$ cat config.mk
export PLATFORM = sky130hd
export DESIGN_NAME = winner_banner_ctrl_flat
export DESIGN_NICKNAME = d
export VERILOG_FILES = /design/src/rtl/winner_banner_ctrl_if.sv /design/src/rtl/winner_banner_ctrl.sv /design/src/flat_wrapper.sv
export SDC_FILE = /design/constraint.sdc
export NUM_CORES = 1
export LEC_CHECK = 0
export ABC_AREA = 1
export CORE_MARGIN = 3
export CORE_UTILIZATION = 62
export CTS_CLUSTER_SIZE = 30
export DETAILED_ROUTE_END_ITERATION = 7
export DONT_BUFFER_PORTS = 1
export GPL_ROUTABILITY_DRIVEN = 0
export PLACE_DENSITY = 0.8
export SYNTH_ARGS = -nofsm -noshare
export SYNTH_HDL_FRONTEND = slang
export SYNTH_SLANG_ARGS = --single-unit
$ cat constraint.sdc
create_clock -name clk -period 2.2 [get_ports clk]
set_clock_uncertainty 0.15 [all_clocks]
set_input_delay 0.44 -clock clk [delete_from_list [all_inputs] [get_ports clk]]
set_output_delay 0.44 -clock clk [all_outputs]
set_load 0.01 [all_outputs]
$ cat src/rtl/winner_banner_ctrl_if.sv
// Handshake bundle between game logic (master) and the winner banner sequencer (slave).
interface winner_banner_ctrl_if;
    logic       frame_tick;
    logic       game_over;
    logic       winner_id;
    logic       restart;
    logic [9:0] posx;
    logic [9:0] posy;
    logic       visible;
    logic       busy;
    logic [1:0] phase;
    logic       restart_req;

    modport master (
        output frame_tick, game_over, winner_id, restart,
        input  posx, posy, visible, busy, phase, restart_req
    );

    modport slave (
        input  frame_tick, game_over, winner_id, restart,
        output posx, posy, visible, busy, phase, restart_req
    );
endinterface

$ cat src/rtl/winner_banner_ctrl.sv
// End-of-game winner banner sequencer: slide-in, blink, hold, cleared on restart.
// Optional auto-restart from HOLD enabled by defining WINNER_AUTO_RESTART_EN.
module winner_banner_ctrl #(
    parameter int unsigned SPRITE_H      = 75,
    parameter int unsigned TARGET_Y      = (480 - SPRITE_H) / 2,
    parameter int unsigned SPEED         = 4,
    parameter int unsigned LEFT_X        = 107,
    parameter int unsigned RIGHT_X       = 427,
    parameter int unsigned BLINK_FRAMES  = 15,
    parameter int unsigned BLINK_TOGGLES = 6
`ifdef WINNER_AUTO_RESTART_EN
    ,
    parameter int unsigned HOLD_FRAMES   = 300
`endif
) (
    input  logic                 clk,
    input  logic                 reset,
    winner_banner_ctrl_if.slave  bus
);

    localparam int unsigned FrameW  = $clog2(BLINK_FRAMES + 1);
    localparam int unsigned ToggleW = $clog2(BLINK_TOGGLES + 1);
    localparam logic [FrameW-1:0]  FrameLast  = FrameW'(BLINK_FRAMES - 1);
    localparam logic [ToggleW-1:0] ToggleLast = ToggleW'(BLINK_TOGGLES - 1);

    typedef enum logic [1:0] {
        StIdle  = 2'd0,
        StSlide = 2'd1,
        StBlink = 2'd2,
        StHold  = 2'd3
    } state_e;

    state_e             r_state, w_state_d;
    logic [9:0]         r_posx, w_posx_d;
    logic [9:0]         r_posy, w_posy_d;
    logic               r_visible, w_visible_d;
    logic               r_busy;
    logic [FrameW-1:0]  r_frame_cnt, w_frame_d;
    logic [ToggleW-1:0] r_toggle_cnt, w_toggle_d;
    logic [10:0]        w_sum;

`ifdef WINNER_AUTO_RESTART_EN
    localparam int unsigned HoldW = $clog2(HOLD_FRAMES + 1);
    localparam logic [HoldW-1:0] HoldLast = HoldW'(HOLD_FRAMES - 1);
    logic [HoldW-1:0] r_hold_cnt, w_hold_d;
    logic             r_restart_req, w_restart_req_d;
`endif

    // 11-bit sum so the overshoot past TARGET_Y is visible before clamping
    assign w_sum = {1'b0, r_posy} + 11'(SPEED);

    always_comb begin
        w_state_d   = r_state;
        w_posx_d    = r_posx;
        w_posy_d    = r_posy;
        w_visible_d = r_visible;
        w_frame_d   = r_frame_cnt;
        w_toggle_d  = r_toggle_cnt;
`ifdef WINNER_AUTO_RESTART_EN
        w_hold_d        = r_hold_cnt;
        w_restart_req_d = 1'b0;
`endif
        if (bus.restart) begin
            w_state_d   = StIdle;
            w_visible_d = 1'b0;
            w_frame_d   = '0;
            w_toggle_d  = '0;
`ifdef WINNER_AUTO_RESTART_EN
            w_hold_d    = '0;
`endif
        end else begin
            unique case (r_state)
                StIdle: begin
                    if (bus.game_over) begin
                        w_posx_d    = bus.winner_id ? 10'(RIGHT_X) : 10'(LEFT_X);
                        w_posy_d    = '0;
                        w_visible_d = 1'b1;
                        w_frame_d   = '0;
                        w_toggle_d  = '0;
                        w_state_d   = StSlide;
                    end
                end
                StSlide: begin
                    if (bus.frame_tick) begin
                        if (w_sum >= 11'(TARGET_Y)) begin
                            w_posy_d   = 10'(TARGET_Y);
                            w_frame_d  = '0;
                            w_toggle_d = '0;
                            w_state_d  = StBlink;
                        end else begin
                            w_posy_d = w_sum[9:0];
                        end
                    end
                end
                StBlink: begin
                    if (bus.frame_tick) begin
                        if (r_frame_cnt == FrameLast) begin
                            w_frame_d   = '0;
                            w_visible_d = ~r_visible;
                            w_toggle_d  = r_toggle_cnt + 1'b1;
                            if (r_toggle_cnt == ToggleLast) begin
                                w_toggle_d = '0;
                                w_state_d  = StHold;
`ifdef WINNER_AUTO_RESTART_EN
                                w_hold_d   = '0;
`endif
                            end
                        end else begin
                            w_frame_d = r_frame_cnt + 1'b1;
                        end
                    end
                end
                StHold: begin
                    w_visible_d = 1'b1;
`ifdef WINNER_AUTO_RESTART_EN
                    if (bus.frame_tick) begin
                        if (r_hold_cnt == HoldLast) begin
                            w_hold_d        = '0;
                            w_restart_req_d = 1'b1;
                            w_visible_d     = 1'b0;
                            w_state_d       = StIdle;
                        end else begin
                            w_hold_d = r_hold_cnt + 1'b1;
                        end
                    end
`endif
                end
                default: w_state_d = StIdle;
            endcase
        end
    end

    always_ff @(posedge clk or posedge reset) begin
        if (reset) begin
            r_state      <= StIdle;
            r_posx       <= '0;
            r_posy       <= '0;
            r_visible    <= 1'b0;
            r_busy       <= 1'b0;
            r_frame_cnt  <= '0;
            r_toggle_cnt <= '0;
`ifdef WINNER_AUTO_RESTART_EN
            r_hold_cnt    <= '0;
            r_restart_req <= 1'b0;
`endif
        end else begin
            r_state      <= w_state_d;
            r_posx       <= w_posx_d;
            r_posy       <= w_posy_d;
            r_visible    <= w_visible_d;
            r_busy       <= (w_state_d != StIdle);
            r_frame_cnt  <= w_frame_d;
            r_toggle_cnt <= w_toggle_d;
`ifdef WINNER_AUTO_RESTART_EN
            r_hold_cnt    <= w_hold_d;
            r_restart_req <= w_restart_req_d;
`endif
        end
    end

    assign bus.posx    = r_posx;
    assign bus.posy    = r_posy;
    assign bus.visible = r_visible;
    assign bus.busy    = r_busy;
    assign bus.phase   = r_state;
`ifdef WINNER_AUTO_RESTART_EN
    assign bus.restart_req = r_restart_req;
`else
    assign bus.restart_req = 1'b0;
`endif

endmodule

$ cat src/flat_wrapper.sv
// flat-port wrapper written by rule: the top's interface ports become plain ports
module winner_banner_ctrl_flat 
#(
    parameter int unsigned SPRITE_H      = 75,
    parameter int unsigned TARGET_Y      = (480 - SPRITE_H) / 2,
    parameter int unsigned SPEED         = 4,
    parameter int unsigned LEFT_X        = 107,
    parameter int unsigned RIGHT_X       = 427,
    parameter int unsigned BLINK_FRAMES  = 15,
    parameter int unsigned BLINK_TOGGLES = 6

)
  (clk, reset, bus_frame_tick, bus_game_over, bus_winner_id, bus_restart, bus_posx, bus_posy, bus_visible, bus_busy, bus_phase, bus_restart_req);
  winner_banner_ctrl_if bus_i ();
  input  logic clk;
  input  logic reset;
  input wire logic [$bits(bus_i.frame_tick)-1:0] bus_frame_tick;
  input wire logic [$bits(bus_i.game_over)-1:0] bus_game_over;
  input wire logic [$bits(bus_i.winner_id)-1:0] bus_winner_id;
  input wire logic [$bits(bus_i.restart)-1:0] bus_restart;
  output wire logic [$bits(bus_i.posx)-1:0] bus_posx;
  output wire logic [$bits(bus_i.posy)-1:0] bus_posy;
  output wire logic [$bits(bus_i.visible)-1:0] bus_visible;
  output wire logic [$bits(bus_i.busy)-1:0] bus_busy;
  output wire logic [$bits(bus_i.phase)-1:0] bus_phase;
  output wire logic [$bits(bus_i.restart_req)-1:0] bus_restart_req;
  assign bus_i.frame_tick = bus_frame_tick;
  assign bus_i.game_over = bus_game_over;
  assign bus_i.winner_id = bus_winner_id;
  assign bus_i.restart = bus_restart;
  assign bus_posx = bus_i.posx;
  assign bus_posy = bus_i.posy;
  assign bus_visible = bus_i.visible;
  assign bus_busy = bus_i.busy;
  assign bus_phase = bus_i.phase;
  assign bus_restart_req = bus_i.restart_req;
  winner_banner_ctrl #(.SPRITE_H(SPRITE_H), .TARGET_Y(TARGET_Y), .SPEED(SPEED), .LEFT_X(LEFT_X), .RIGHT_X(RIGHT_X), .BLINK_FRAMES(BLINK_FRAMES), .BLINK_TOGGLES(BLINK_TOGGLES)) u_core (.clk(clk), .reset(reset), .bus(bus_i));
endmodule
# == Yosys cells after proc, flatten, opt, wreduce, memory -nomap -nowiden ==
# Index checks and enable logic that the tools add are counted.
# totals
reg_bits,31
# op_classes
addsub,3
order_cmp,1
n_reduce_logical,10
eq_ne,12
n_mux,33
bitwise,2
# ops
op,n
10-bit two-way mux,3
4-bit two-way mux,6
3-bit two-way mux,7
10-bit case mux with 2 select lines,1
2-bit two-way mux,7
4-bit case mux with 3 select lines,1
"10-bit by 3-bit adder with 11-bit output, second input constant",1
"11-bit by 8-bit greater-or-equal comparator with 1-bit output, second input constant",1
9-bit two-way mux,1
"3-bit inequality test, second input constant",3
3-bit case mux with 3 select lines,1
4-bit AND reduction,2
4-bit nonzero test,2
"3-bit by 2-bit inequality test with 1-bit output, second input constant",2
2-bit case mux with 3 select lines,1
6-bit AND reduction,1
5-bit AND reduction,1
"4-bit by 1-bit adder with 4-bit output, second input constant",1
"2-bit equality test, second input constant",2
"4-bit equality test, second input constant",1
1-bit two-way mux,4
"2-bit inequality test, second input constant",2
2-bit nonzero test,2
"3-bit by 1-bit adder with 3-bit output, second input constant",1
other kinds (6),7

# == Depth between registers and ports, before layout ==
# Gate-level depths: netlist of the first run.
# depth
ltp_word,7
depth_mapped,17

# == Worst setup path before layout of the first run ==
# OpenSTA, ideal clock, no wires.
# synth_timing
kind,register to register
from,"register u_core.r_state[0], in the netlist u_core.bus.phase[0]"
to,register u_core.r_toggle_cnt[0]
arrival_ns,1.666
slack_ns,0.258
path_buffers,0
synth_period_minus_slack_ns,1.942
stages_incl_launch_ff,10
setup_time_ns,0.126
cell_sequence,dfrtp_1 inv_1 ha_1 inv_1 nor2_1 inv_1 o21ai_0 nor2_1 nand2_2 o21ai_0
# synth_via
elab_chain_cells,3
word_cells_on_any_way,12
cone_classes,eq/ne (7); mux (2); reduce/logical (3)
# synth_lines
element,line_no,rtl
from (decl),winner_banner_ctrl.sv:33,"state_e r_state, w_state_d;"
from (signal assigned),winner_banner_ctrl.sv:135,r_state <= StIdle;
from (signal assigned),winner_banner_ctrl.sv:147,r_state <= w_state_d;
"2-bit equality test, or another cell as far along",winner_banner_ctrl.sv:72,unique case (r_state)
"3-bit by 2-bit inequality test with 1-bit output (no source line), or another cell as far along",--,
6-bit AND reduction (no source line) / 3-bit two-way mux (equally long branches),--,
to (signal assigned),winner_banner_ctrl.sv:153,r_toggle_cnt <= w_toggle_d;
to (decl),winner_banner_ctrl.sv:39,"logic [ToggleW-1:0] r_toggle_cnt, w_toggle_d;"
# Parallel ways exist; a longest one is shown, timed or not.
# A chain may end at the register's enable or synchronous reset.

# == Final worst setup path of the first run ==
# layout_timing
from,"register u_core.r_posy[3], in the netlist u_core.bus.posy[3]"
to,register u_core.r_toggle_cnt[1]
# layout_via
elab_chain_cells,4
# layout_lines
element,line_no,rtl
from (decl),winner_banner_ctrl.sv:35,"logic [9:0] r_posy, w_posy_d;"
from (signal assigned),winner_banner_ctrl.sv:149,r_posy <= w_posy_d;
10-bit by 3-bit adder with 11-bit output,winner_banner_ctrl.sv:50,"assign w_sum = {1'b0, r_posy} + 11'(SPEED);"
11-bit by 8-bit greater-or-equal comparator with 1-bit output,winner_banner_ctrl.sv:85,if (w_sum >= 11'(TARGET_Y)) begin
3-bit by 2-bit inequality test with 1-bit output (no source line),--,
6-bit AND reduction (no source line),--,
# No other way between the ends.

==> results of run 1 <==
layer usage:
layer	track usage	wire (um)
met5	0	0
met4	0.04979	17
met3	0.05177	193
met2	0.3526	1274
met1	0.2340	1170
worst reg2reg max path, cell delays in order (launching register included):
cell	delay, ns
dfrtp_2	0.46
ha_4	0.17
nand3_2	0.11
nor2_1	0.12
nand3_1	0.09
a21oi_2	0.17
nand2_2	0.11
inv_2	0.09
nand3_2	0.06
nand2_2	0.13
inv_2	0.06
nand2_2	0.09
nand2_1	0.06
o21ai_0	0.06
kinds of logic (layout without fill, tap and decap cells):
| group | count (synthesis) | after routing | synth area share |
|---|---|---|---|
| AOI/OAI and AO/OA | 32 | 32 | 0.1182 |
| DFF | 23 | 23 | 0.3938 |
| muxes | 1 | 1 | 0.007705 |
| other | 1 | 5 | 0.002566 |
| buffers and inverters | 40 | 39 | 0.1259 |
| adders and majority gates | 9 | 9 | 0.07706 |
| and+or+nand+nor | 79 | 79 | 0.2449 |
| xor gates and xnor gates | 5 | 5 | 0.02996 |
repair_timing:
action	in CTS	in global routing
hold buffers	1	0
buffers inserted	0	0
endpoints found under the setup margin	0	15
endpoints found under the hold margin	23	0
resized for setup	0	12
power by group:
group | switching, W | total [W] | internal (W)
Sequential | 0.0000532 | 0.000507 | 0.000454
Combinational | 0.000110 | 0.000174 | 0.0000637
Clock | 0.000125 | 0.000196 | 0.0000707
Total | 0.000288 | 0.000877 | 0.000589
per-stage QoR:
step	worst slack, ns	hold slack, ns	cell area (um2)
detailed placement	0.03511	0.2448	1465
finish	0.1998	0.1250	1536
global placement	0.1021	0.2356	1465
global route	-0.0006177	0.1410	1536
floorplan	0.2583	0.2919	1476
CTS	0.003771	0.1143	1501
synthesized netlist by cell type, drive strengths merged (3+ instances only):
| library cell | count | area [um2] |
|---|---|---|
| buf | 9 | 67.56 |
| nor2 | 13 | 51.30 |
| a21oi | 9 | 48.80 |
| nand4 | 3 | 18.77 |
| nand3 | 14 | 80.08 |
| ha | 9 | 112.6 |
| inv | 31 | 116.4 |
| o21ai | 20 | 100.1 |
| dfrtp | 23 | 575.6 |
| xor2 | 4 | 35.03 |
| or2 | 3 | 18.77 |
| nor3 | 4 | 20.02 |
| nand2 | 41 | 161.4 |
worst paths after layout:
kind | cells past startpoint | end | startpoint
max | 13 | u_core.r_toggle_cnt[1] | u_core.bus.posy[3]
min | 2 | u_core.bus.posx[7] | bus_winner_id
max reg2reg | 13 | u_core.r_toggle_cnt[1] | u_core.bus.posy[3]
min reg2reg | 2 | u_core.r_toggle_cnt[1] | u_core.r_toggle_cnt[1]
max in group asynchronous | 3 | u_core.bus.posy[2] | reset
min in group asynchronous | 3 | u_core.bus.posy[9] | reset
layout make-up:
class                           instances  share of cell area
Multi-Input combinational cell        131              0.4870
Sequential cell                        23              0.3770
Inverter                               31             0.07573
Tap cell                               27             0.02199
Timing Repair Buffer                    4             0.02117
Clock buffer                            4             0.01710
layout by cell type (no fill, tap or decap), types with 4 or more instances in the layout:
cell type	count
nand2_1	38
o21ai_0	16
ha_1	8
nor2_1	11
nor3_1	4
nand3_1	12
dfrtp_1	20
inv_1	29
conb_1	5
a21oi_1	8
sequential cells by signal, summed over array words and instances, names as in the netlist:
name	count
u_core.r_frame_cnt	4
u_core.bus.phase	2
u_core.bus.posx	3
u_core.bus.visible	1
u_core.r_toggle_cnt	3
u_core.bus.busy	1
u_core.bus.posy	9
==> results.md, run 1 <==
- Register-to-register setup slack: between 0.15 and 0.2 ns
- Min-Delay Path Class: in -> reg
- Arrival time at the worst endpoint: ~2.1 ns
- CP Cell Sequence: ha_4, nand3_2, nor2_1, nand3_1, a21oi_2, nand2_2, inv_2, nand3_2, nand2_2, inv_2, nand2_2, nand2_1, o21ai_0
- Min Tclk post-route: 2.000 ns
- Crit. End Element: flip-flop
- Setup TNS: 0 ns
- HPWL after DPL: around 2000 um
- Largest net degree at the start of global routing: 24
- Clk Latency, worst-skew pair: slightly above 0.3 ns
- Main synth FF type: dfrtp_1
- Crit path top cell by count: nand2_2
- Die area: roughly 3000 um2
- Top-level port count: 31
- Multi-input logic area: 748.2 um2
- CP Launch Type: flip-flop
- Total track usage: 0.1977
- Area Overhead vs Synth: 5.137%
- Number of synthesized flops with an enable pin: 0
- Finished Layout Cells: between 200 and 250
- Net count reported at finish: 209
- Critical Path RT: about 2.3 ns
- Core Box Area: between 2000 and 2500 um2
- Via count: roughly 1200
- Crit Path Max Fanout: 5
- Period utilization: 0.9092
- Yosys Warn Count: 0
- Total power: slightly below 0.0009 W
- Worst VDD drop: 0.0004686 V
- DR pass1 iterations: 4
- Initial Util: 0.6952
- Max Slew Vio Count: 0
- Register area share after synthesis: 0.3938
- Unique cell type count in the Yosys netlist: 26
- Final Util: 0.7310
- Syn avg cell area: about 7.7 um2
- First DRT Iteration DRCs: 36
- Post-synth ARST share: 1.000
- Bufs and invs on worst path: 2
- Cells after DPL: ~220
- CTS tree: yes
- DR WL/cell: roughly 12 um
- Post-Syn Instances: between 150 and 200
- Top Family by Delay on Critical Path: simple AND/OR/NAND/NOR gates
- Power Dens Cells: roughly 570 nW/um2
- Wirelength, routed: approximately 2700 um
- Vias/cell: 5.400
- DRT antenna net count: 0
- FF+latch count, synth: 23
- Die height: 54.55 um
- Slowest library cell on the worst path: dfrtp_2
- CTS max path bufs: 2
- DRC violations left: 0
- Setup CP Type: reg -> reg
- Vias in the first global route: 1059
- # fillers: 159
- Grt total ovfl: 0
- Initial antenna violation count: 0
- Status: finished clean
- Clock sink total: 23
- Cts bufs inserted: 3
- Leakage power: slightly below 0.8 nW
- Layout cells sized above 1: 0.1347
- First-pass GRT wire length: 4298 um
- Mapped Area: 1461 um2
- Horiz. Die Dim: roughly 55 um
- Max Fclk: between 400 and 500 MHz
- Final hold violations: 0
- Worst path max stage delay: between 0.4 and 0.5 ns
- CTS root buf: clkbuf_4
- Maxcap violations: 0
- Buffers on Ports: 0
- RSZ-0062 raised after global routing: true
- Level count of the clock H-tree: 1
- Worst-path clk slew: around 0.13 ns
- N_diodes: 0
- Endpoints failing setup: 0
- FF+latch area: 579.3 um2
- Row Count: 16
No activity file was read; power rests on OpenSTA's default activity.
==> inputs of run 2 (changes only) <==
--- a/config.mk
+++ b/config.mk
@@ -13,6 +13,7 @@
 export DONT_BUFFER_PORTS = 1
 export GPL_ROUTABILITY_DRIVEN = 0
 export PLACE_DENSITY = 0.8
+export SLEW_MARGIN = 20
 export SYNTH_ARGS = -nofsm -noshare
 export SYNTH_HDL_FRONTEND = slang
 export SYNTH_SLANG_ARGS = --single-unit
==> results of run 2 <==
Final layout, timing and power as in run 1 (identical DEF).
==> inputs of run 3 (changes only) <==
--- a/config.mk
+++ b/config.mk
@@ -6,7 +6,7 @@
 export NUM_CORES = 1
 export LEC_CHECK = 0
 export ABC_AREA = 1
-export CORE_MARGIN = 3
+export CORE_MARGIN = 8
 export CORE_UTILIZATION = 62
 export CTS_CLUSTER_SIZE = 30
 export DETAILED_ROUTE_END_ITERATION = 7
==> results.md, run 3 (synthesized netlist as in run 1, its figures left out) <==
- Status: finished clean (unchanged)
- CTS max path bufs: 2 (unchanged)
- Via count: 1216 (was 1188)
- Top-level port count: 31 (unchanged)
- CP Launch Type: flip-flop (unchanged)
- Worst Reg-to-Reg Cells: 9 (was 13)
- Die height: 64.55 um (was 54.55 um)
- Worst-path clk slew: 0.14 ns (was 0.13 ns)
- HPWL after DPL: 2285 um (was 2007 um)
- Area Overhead vs Synth: 7.449% (was 5.137%)
- Setup slack at placement: 0.03780 ns (was 0.03511 ns)
- Cts bufs inserted: 3 (unchanged)
- Power Dens Cells: 568.2 nW/um2 (was 570.6 nW/um2)
- Level count of the clock H-tree: 1 (unchanged)
- DR pass1 iterations: 4 (unchanged)
- Hold-critical path depth: 2 (unchanged)
- Wirelength, routed: 2967 um (was 2655 um)
- CTS tree: yes (unchanged)
- First-pass GRT wire length: 4719 um (was 4298 um)
- Clock sink total: 23 (unchanged)
- Worst Setup Slack, final: 0.1327 ns (was 0.1998 ns)
- RSZ-0062 raised after global routing: false (was true)
- Design Area, Final: 1570 um2 (was 1536 um2)
- DRT antenna net count: 0 (unchanged)
- Crit Path Max Fanout: 6 (was 5)
- Maxcap violations: 0 (unchanged)
- Horiz. Die Dim: 64.55 um (was 54.55 um)
- Initial Util: 0.6606 (was 0.6952)
- Period utilization: 0.9397 (was 0.9092)
- CP Cell Sequence: inv_1, ha_1, inv_1, nor2_1, inv_1, nand3_1, nor2_1, nand2_1, o21ai_0 (was ha_4, nand3_2, nor2_1, nand3_1, a21oi_2, nand2_2, inv_2, nand3_2, nand2_2, inv_2, nand2_2, nand2_1, o21ai_0)
- Max Fclk: 483.7 MHz (was 499.9 MHz)
- Row Count: 17 (was 16)
- Die area: 4167 um2 (was 2976 um2)
- Initial antenna violation count: 0 (unchanged)
- Worst VDD drop: 0.0004493 V (was 0.0004686 V)
- Vias in the first global route: 1101 (was 1059)
- Leakage power: 0.7931 nW (was 0.7749 nW)
- Critical Path RT: 2.28 ns (was 2.29 ns)
- Buffers on Ports: 0 (unchanged)
- Largest net degree at the start of global routing: 24 (unchanged)
- Final Util: 0.7098 (was 0.7310)
- Endpoints failing setup: 0 (unchanged)
- Max Slew Vio Count: 0 (unchanged)
- Setup CP Type: reg -> reg (unchanged)
- CTS root buf: clkbuf_4 (unchanged)
- Post-DP Area: 1474 um2 (was 1465 um2)
- Crit. End Element: flip-flop (unchanged)
- Grt total ovfl: 0 (unchanged)
- Setup TNS: 0 ns (unchanged)
- Min-Delay Path Class: in -> reg (unchanged)
- Max reg flops: 9 (unchanged)
- Min Tclk post-route: 2.067 ns (was 2.000 ns)
- Worst path max stage delay: 0.46 ns (about the same)
- Final hold violations: 0 (unchanged)
- Arrival time at the worst endpoint: 2.15 ns (was 2.09 ns)
- Vias/cell: 5.429 (was 5.400)
- Core Box Area: 2212 um2 (was 2102 um2)
- DRC violations left: 0 (unchanged)
- Net count reported at finish: 212 (was 209)
- Slowest library cell on the worst path: dfrtp_2 (unchanged)
- DR WL/cell: 13.25 um (was 12.07 um)
- Total track usage: 0.1334 (was 0.1977)
- Commonest non-fill, non-tap cell in the layout: nand2_1 (unchanged)
- N_diodes: 0 (unchanged)
- Clk Latency, worst-skew pair: 0.30 ns (was 0.31 ns)
- Layout cells sized above 1: 0.1582 (was 0.1347)
- Crit path top cell by count: inv_1 (was nand2_2)
- Most frequent cells in the layout: nand2_1 (38), inv_1 (28), dfrtp_1 (19), o21ai_0 (16) (was nand2_1 (38), inv_1 (29), dfrtp_1 (20), o21ai_0 (16), nand3_1 (12))
- First DRT Iteration DRCs: 53 (was 36)
[run 3: cell count changes in the layout (fill, tap and decap cells not counted), sizes merged]
| cell | before | now |
|---|---|---|
| clkbuf | 4 | 3 |
| buf | 3 | 6 |
| clkinv | 0 | 1 |
[run 3: repair_timing]
action	in CTS	in global routing
endpoints found under the hold margin	23	0
setup buffers	0	2
setup endpoints to repair	0	13
gates resized for setup	0	15
hold buffers	1	0
[run 3: worst max-delay path: cells and delay by family (launching register included)]
family	cells	cell delay (ns)
adder cells (fa/ha/maj)	1	0.22
AO/OA/AOI/OAI	1	0.17
buffers and inverters	3	0.35
flip-flops	1	0.46
AND/OR/NAND/NOR	4	0.63
[run 3: path summary, 6_finish.rpt]
path	to	slack, ns	start
worst max register to register	u_core.bus.posy[2]	0.13	u_core.bus.phase[0]
worst max-delay path	u_core.bus.posy[2]	0.13	u_core.bus.phase[0]
worst min-delay path	u_core.bus.posx[7]	0.13	bus_winner_id
max in group asynchronous	u_core.bus.posy[3]	1.21	reset
worst min register to register	u_core.r_toggle_cnt[1]	0.41	u_core.r_toggle_cnt[1]
min in group asynchronous	u_core.bus.busy	0.44	reset
[run 3: where the power goes]
group	total [W]	leakage (nW)	internal [W]	switching (W)
Combinational	0.000192	0.475	0.0000744	0.000117
Clock	0.000193	0.0177	0.0000676	0.000126
Sequential	0.000507	0.300	0.000454	0.0000533
[run 3: layout make-up]
cell class | count | area, um2
tap | 28 | 35.03
sequential | 23 | 580.6
inverter | 31 | 116.4
multi-input combinational | 131 | 755.7
fill | 180 | 641.9
clock buffer | 3 | 22.52
clock inverter | 1 | 5.005
timing repair buffer | 7 | 55.05
[run 3: metal layers]
| metal | wire [um] | GRT usage |
|---|---|---|
| met3 | 272 | 0.05498 |
| met5 | 0 | 0 |
| met1 | 1253 | 0.1476 |
| met4 | 38 | 0.02452 |
| met2 | 1403 | 0.2360 |
[run 3: through the flow]
step	power, W	hold slack, ns	instances
5_1_grt	0.0009365	0.1351	224
4_1_cts	0.0008648	0.1281	222
2_1_floorplan	0.0006391	0.2919	194
3_5_place_dp	0.0006766	0.2407	217
6_report	0.0008923	0.1287	224
3_3_place_gp	0.0006687	0.2340	217
